File: src/rtl/instr_fetch_decode.sv
// Fetch/decode front end: sequences the PC, reads the synchronous imem, slices the word into decode fields.
// Latency: REQ -> dec_valid in 2 cycles; one instruction per 3 cycles with dec_ready held high.
// Backpressure: fields are held in HOLD until dec_ready; no new fetch is issued while an instruction is presented.
module instr_fetch_decode #(
    parameter logic [31:0] RESET_PC    = 32'h0000_0000,
    parameter logic [31:0] PC_STEP     = 32'd4,
    parameter logic [2:0]  HALT_OPCODE = 3'b111
) (
    input  logic        clk,
    input  logic        rst,
    input  logic        en,
    output logic        imem_rd_en,
    output logic [31:0] imem_addr,
    input  logic [31:0] imem_rdata,
    input  logic        redirect_valid,
    input  logic [31:0] redirect_pc,
    output logic        dec_valid,
    input  logic        dec_ready,
    output logic [31:0] dec_pc,
    output logic [2:0]  opcode,
    output logic [4:0]  rs_addr,
    output logic [4:0]  rt_addr,
    output logic [4:0]  shamt,
    output logic [3:0]  fcode,
    output logic [21:0] imm,
    output logic        halted
);

    typedef enum logic [2:0] {
        IDLE = 3'd0,
        REQ  = 3'd1,
        WAIT = 3'd2,
        HOLD = 3'd3,
        HALT = 3'd4
    } state_t;

    // Decoded view of one instruction word; imm deliberately overlaps rt/shamt.
    typedef struct packed {
        logic [2:0]  opcode;
        logic [4:0]  rs_addr;
        logic [4:0]  rt_addr;
        logic [4:0]  shamt;
        logic [3:0]  fcode;
        logic [21:0] imm;
    } dec_t;

    state_t      state;
    logic [31:0] pc;
    dec_t        dec_q;
    dec_t        dec_d;
    logic [31:0] pc_inc;
    logic [31:0] accept_pc;
    logic        is_halt;

    assign pc_inc    = pc + PC_STEP;
    // A redirect coinciding with the handshake steers the fetch after the accepted instruction.
    assign accept_pc = redirect_valid ? redirect_pc : pc_inc;
    assign is_halt   = (dec_q.opcode == HALT_OPCODE);

    // Fixed field slicing, independent of opcode.
    always_comb begin
        dec_d         = '0;
        dec_d.opcode  = imem_rdata[31:29];
        dec_d.rs_addr = imem_rdata[28:24];
        dec_d.rt_addr = imem_rdata[23:19];
        dec_d.shamt   = imem_rdata[18:14];
        dec_d.fcode   = imem_rdata[3:0];
        dec_d.imm     = imem_rdata[21:0];
    end

    assign opcode  = dec_q.opcode;
    assign rs_addr = dec_q.rs_addr;
    assign rt_addr = dec_q.rt_addr;
    assign shamt   = dec_q.shamt;
    assign fcode   = dec_q.fcode;
    assign imm     = dec_q.imm;

    // Fetch sequencer with registered outputs; redirect beats the normal transition except against an accepted halt.
    always_ff @(posedge clk or negedge rst) begin
        if (!rst) begin
            state      <= IDLE;
            pc         <= RESET_PC;
            imem_rd_en <= 1'b0;
            imem_addr  <= RESET_PC;
            dec_valid  <= 1'b0;
            dec_pc     <= '0;
            dec_q      <= '0;
            halted     <= 1'b0;
        end else begin
            case (state)
                IDLE: begin
                    if (en) begin
                        state      <= REQ;
                        imem_rd_en <= 1'b1;
                        imem_addr  <= pc;
                    end
                end
                REQ: begin
                    if (redirect_valid) begin
                        // Re-issue at the target; the read just issued is abandoned.
                        state      <= REQ;
                        pc         <= redirect_pc;
                        imem_rd_en <= 1'b1;
                        imem_addr  <= redirect_pc;
                    end else begin
                        state      <= WAIT;
                        imem_rd_en <= 1'b0;
                    end
                end
                WAIT: begin
                    if (redirect_valid) begin
                        // Returning word is dropped without touching the field registers.
                        state      <= REQ;
                        pc         <= redirect_pc;
                        imem_rd_en <= 1'b1;
                        imem_addr  <= redirect_pc;
                    end else begin
                        state     <= HOLD;
                        dec_q     <= dec_d;
                        dec_pc    <= pc;
                        dec_valid <= 1'b1;
                    end
                end
                HOLD: begin
                    if (dec_ready) begin
                        dec_valid <= 1'b0;
                        if (is_halt) begin
                            state  <= HALT;
                            halted <= 1'b1;
                        end else begin
                            state      <= REQ;
                            pc         <= accept_pc;
                            imem_rd_en <= 1'b1;
                            imem_addr  <= accept_pc;
                        end
                    end else if (redirect_valid) begin
                        // Presented instruction is squashed, never accepted.
                        state      <= REQ;
                        dec_valid  <= 1'b0;
                        pc         <= redirect_pc;
                        imem_rd_en <= 1'b1;
                        imem_addr  <= redirect_pc;
                    end
                end
                HALT: begin
                    imem_rd_en <= 1'b0;
                    dec_valid  <= 1'b0;
                    halted     <= 1'b1;
                end
                default: begin
                    state      <= IDLE;
                    imem_rd_en <= 1'b0;
                    dec_valid  <= 1'b0;
                end
            endcase
        end
    end

endmodule

File: config.mk
export PLATFORM = sky130hd
export DESIGN_NAME = instr_fetch_decode
export DESIGN_NICKNAME = d
export VERILOG_FILES = /design/src/rtl/instr_fetch_decode.sv
export SDC_FILE = /design/constraint.sdc
export NUM_CORES = 1
export LEC_CHECK = 0
export ABC_AREA = 1
export BUFFER_PORTS_ARGS = -buffer_cell sky130_fd_sc_hd__buf_2
export CORE_MARGIN = 3
export CORE_UTILIZATION = 25
export CTS_CLUSTER_SIZE = 16
export DETAILED_ROUTE_END_ITERATION = 10
export PLACE_DENSITY_LB_ADDON = 0.08
export SLEW_MARGIN = 15
export SYNTH_ARGS = -nofsm -noshare
export SYNTH_HDL_FRONTEND = slang
export SYNTH_SLANG_ARGS = --single-unit
File: constraint.sdc
create_clock -name clk -period 2.2 [get_ports clk]
set_clock_uncertainty 0.05 [all_clocks]
set_input_delay 0.11 -clock clk [delete_from_list [all_inputs] [get_ports clk]]
set_output_delay 0.11 -clock clk [all_outputs]
set_load 0.005 [all_outputs]
; Word-level counts from Yosys, hierarchy flattened
; Cells that the tools add are included.
[op_classes]
muxes = 29
bitwise = 3
n_eq_ne = 11
reduce_logical = 13
add_sub_neg = 1
[op_table]
columns = op, count
row1 = $mux 32, 7
row2 = $pmux 32 s3, 1
row3 = $pmux 32 s2, 1
row4 = $add 32x3->32 const B, 1
row5 = $pmux 3 s5, 1
row6 = $mux 3, 4
row7 = $reduce_and 3->1, 4
row8 = $mux 1, 10
row9 = $ne 2x2->1 const B, 4
row10 = $eq 3x2->1 const B, 2
row11 = $eq 3x3->1 const B, 2
row12 = $ne 3x3->1 const B, 2
row13 = $reduce_and 2->1, 3
row14 = $mux 2, 2
row15 = $pmux 1 s4, 1
row16 = $reduce_bool 2->1, 2
row17 = $reduce_or 2->1, 2
row18 = $eq 3x1->1 const B, 1
row19 = $logic_not 3->1, 1
row20 = $not 1->1, 3
row21 = $pmux 1 s3, 1
row22 = $reduce_bool 3->1, 1
row23 = $pmux 1 s2, 1
[totals]
inputBits = 69
ff_bits = 146

; Logic depth before layout (Yosys ltp)
[depth]
ltp_word = 5
mapped_depth = 13
mapped_depth_nobuf = 13

; Worst setup path after synthesis
; No wires, ideal clock.
[synth_timing]
path_kind = register to register
from = register pc[3]
to = register imem_addr[16]
period_less_slack_ps = 1640
setup_slack_ps = 560
stages_incl_launch_ff = 11
setup_ps = 121
arrival_time_ps = 1469
required_ps = 2029
path_cell_list = dfrtp_1 > ha_1 > nand2_2 > nor2_4 > nand3_2 > nor2_2 > nand2_1 > o211ai_1 > nand2_1 > nand2_1 > o21ai_1
[synth_via]
elab_chain_cells = 5
[synth_lines]
columns = element, line_no
row1 = start: declaration, 48  ; logic [31:0] pc;
row2 = start signal: assignment, 102  ; pc <= redirect_pc;
row3 = start signal: assignment, 114  ; pc <= redirect_pc;
row4 = start signal: assignment, 132  ; pc <= accept_pc;
row5 = $add 32x3->32, 55  ; assign pc_inc = pc + PC_STEP;
row6 = $mux 32, 57  ; assign accept_pc = redirect_valid ? redirect_pc : pc_inc;
row7 = $mux 32, 127  ; if (is_halt) begin
row8 = $mux 32, 125  ; if (dec_ready) begin
row9 = $pmux 32 s3, 90  ; case (state)
row10 = end signal: assignment, 95  ; imem_addr <= pc;
row11 = end signal: assignment, 104  ; imem_addr <= redirect_pc;
row12 = end signal: assignment, 134  ; imem_addr <= accept_pc;
row13 = end: declaration, 13  ; output logic [31:0] imem_addr,
; Every way passes these cells. The select of a mux whose other input is x is not followed.
; A chain may end at the register's enable or synchronous reset.

; Worst setup path after layout
; Ends and elaborated chain as after synthesis.

==> impl_metrics.toml <==
[route]
first_iter_violations = 440
dr.pass1.iters = 6
drc_errors = 0
vias = 7025
avgRoutedWirePerCell_um = 17.4
ant_nets = 0
vias_per_cell = 4.59
wirelength_um = 26600

[synth]
ys.flop_type = "dfrtp_1"
syn_nets = 1005
synth-edff-count = 0
synthArstFlopShare_pct = 100
ys_seq_area_share_pct = 44.7
avgSynthCellArea_sq_um = 8.02
ys.warnings.count = 0
yosysUniqueCellTypes = 45
synth_cells = 935
synth_seq_cells = 134
syn-cell-area_sq_um = 7500

[clock_tree]
cts.sinks = 134
cts_tree = "done"
clk_latency_ns = 0.43
post-cts-setup-buffers = 0
clockBufferDepth = 2
clk_pin_slew_ns = 0.07
htree_levels = 4
cts_root_buffer = "clkbuf_16"
cts_buffers = 17

[critical_path]
path_max_fanout = 5
crit_top_cell = "nand2_1"
cp.required_ns = 2.46
critPathLaunchType = "register"
cp-end-kind = "register"
r2r-end = "imem_addr[16]"
crit-reg2reg-launch = "pc[3]"
worst-setup-path-type = "reg -> reg"
crit_chain = "ha_1 > nand2_2 > nor2_4 > nand3_2 > nor2_2 > nand2_1 > o211ai_1 > nand2_1 > nand2_1 > o21ai_1"
cpMaxStageDelayCell = "dfrtp_1"
crit_arrival_ns = 2.17
critPathMaxStageDelay_ns = 0.44
ff2ff_setup_slack_ns = 0.28
worstRegToRegCells = 10

[floorplan]
coreArea_sq_um = 29200
die_y_um = 179
start_util_pct = 25.7
dieArea_sq_um = 32100
die_w_um = 179
core.rowCount = 62
io_pins = 180

[timing]
worst_pin_slew_ns = 0.585
setup_viol = 0
tns_ns = 0
final.period_utilization_pct = 87.1
fin_crit_ns = 1.92
clock.fmax_ghz = 0.522
rsz0062_at_grt = "false"
hold_violations = 0
relSlewSlack_pct = 61.0
slew_violations = 0

[pwr]
cellLeakagePower_nw = 4.83
power_switching_mw = 6.17
power.density_nw_per_um2 = 1450
intPower_mw = 8.05
p_sw_share_pct = 43.4
peakVddDrop_mv = 0.694
p_comb_share_pct = 46.1
pwr-share-seq_pct = 32.6
p_clk_share_pct = 21.3

[flow_run]
drv_cap = 0

[place]
gp_congestion = 0.759
placedCellCount = 1465
io_buffers = 179
post_dp_cell_area_sq_um = 8850
hpwlAfterDp_um = 18500

[min_path]
min_to = "pc[7]"
hp-class = "in -> reg"
hold_depth = 5
hold_start = "redirect_pc[7]"

[finish]
num_antenna_cells = 0
drive_gt1_share_pct = 27.7
fin_cells = 1530
area_delta_synth_final_pct = 30.5
nets = 1203
finalInstanceArea_sq_um = 9780
final_core_util_pct = 33.5

[grt]
grt_pass1_wl_um = 40900
grt_overflow = 0
antenna_found_initial = 1
grt_max_degree = 96
grt_pass1_vias = 6882
track_usage_pct = 16.7

[outcome]
status = "completed"
## state kept, by name (all words and copies together) (netlist names)
signal      count
imem_addr      32
halted          1
dec_pc         32
shamt           4
rs_addr         5
opcode          3
pc             32
fcode           3
imm            12
rt_addr         5
state           3
dec_valid       1
imem_rd_en      1
## cells by family after synthesis
logic type               Yosys count  synth area share, %
AND/OR/NAND/NOR                  360                 20.6
AO/OA/AOI/OAI                    261                 20.3
flip-flops                       134                 44.7
adder cells (fa/ha/maj)            1                0.167
buffers and inverters            145                 9.14
multiplexers                      34                 5.11
## layout by cell type (no fill, tap or decap), types with 3 or more instances in the layout
cell type and instances:
o21ai_2 9, a2bb2oi_2 4, inv_8 6, o21bai_1 4, clkbuf_16 17, nand4_1 4, inv_6 5, nor3_1 7
nor2_1 58, a21boi_1 5, inv_2 6, o21ai_0 88, o21ai_1 4, dfrtp_1 134, inv_1 81, mux2_2 34
nand3_1 32, nand2_4 4, o221ai_1 3, buf_4 13, a21oi_1 102, buf_12 11, nand2_2 5, nand2_1 229
dlygate4sd3_1 33, nand3_2 3, o211ai_1 11, buf_2 178, nor2_2 7, a22oi_1 22
## critical path: cells and delay by family (launching register included)
kind,cells,cell delay (ns)
AND/OR/NAND/NOR,7,0.77
flip-flops,1,0.44
AO/OA/AOI/OAI,2,0.29
adder cells (fa/ha/maj),1,0.23
## worst max path at each step
stage	slack, ns	startpoint	end
2_1_floorplan	0.56	pc[3]	imem_addr[16]
3_3_place_gp	0.35	pc[3]	imem_addr[16]
3_5_place_dp	0.27	pc[3]	imem_addr[16]
4_1_cts	0.25	pc[3]	imem_addr[16]
5_1_grt	0.08	pc[3]	pc[28]
6_report	0.28	pc[3]	imem_addr[16]
## what timing repair did
item / 4_1_cts / 5_1_grt
resized for setup: 0 / 0
endpoints found under the hold margin: 166 / 0
hold buffers: 33 / 0
## cell usage after synthesis (7+ instances only)
library cell    n  area share [%]
nand3_1        32             2.1
dfrtp_1       134              45
nor2_2          7            0.58
a22oi_1        22             2.2
o21ai_2         9             1.1
inv_1          82             4.1
nand2_1       230              12
nor3_1          7            0.47
clkbuf_1       12            0.60
buf_4          17             1.7
o211ai_1       11             1.1
buf_2          23             1.5
nor2_1         58             2.9
mux2_2         34             5.1
o21ai_0        88             5.9
a21oi_1       102             6.8
## power groups by stage
stage                     registers (mW)  clock network (mW)  logic [mW]
after floorplan                     4.58                   0        4.03
after global placement              4.69                   0        6.59
after detailed placement            4.68                   0        6.60
after CTS                           4.65                3.12        6.67
after global routing                4.81                3.21        7.42
final                               4.64                3.03        6.56
## per-layer routing
metal | GRT usage (%) | part of all wire (%)
met3 | 2.82 | 5.1
met5 | 0 | 0.038
met2 | 26.3 | 44
met1 | 23.9 | 50
met4 | 3.48 | 0.83
## layout make-up
type,instances,area (sq um)
timing repair buffer,236,1550
tap,384,480
sequential,134,3350
clock buffer,17,425
multi-input combinational,656,3470
inverter,88,333
clock inverter,15,174
fill,3143,19400
## per-stage QoR
| step | total power, mW | setup WS, ns | hold slack (ns) |
|---|---|---|---|
| after floorplan | 8.61 | 0.560 | -0.236 |
| after global placement | 11.3 | 0.346 | 0.0220 |
| after detailed placement | 11.3 | 0.274 | 0.0131 |
| after CTS | 14.4 | 0.245 | 0.0221 |
| after global routing | 15.4 | 0.0839 | 0.0504 |
| final | 14.2 | 0.285 | 0.0243 |
(Power assumes the default switching activity.)
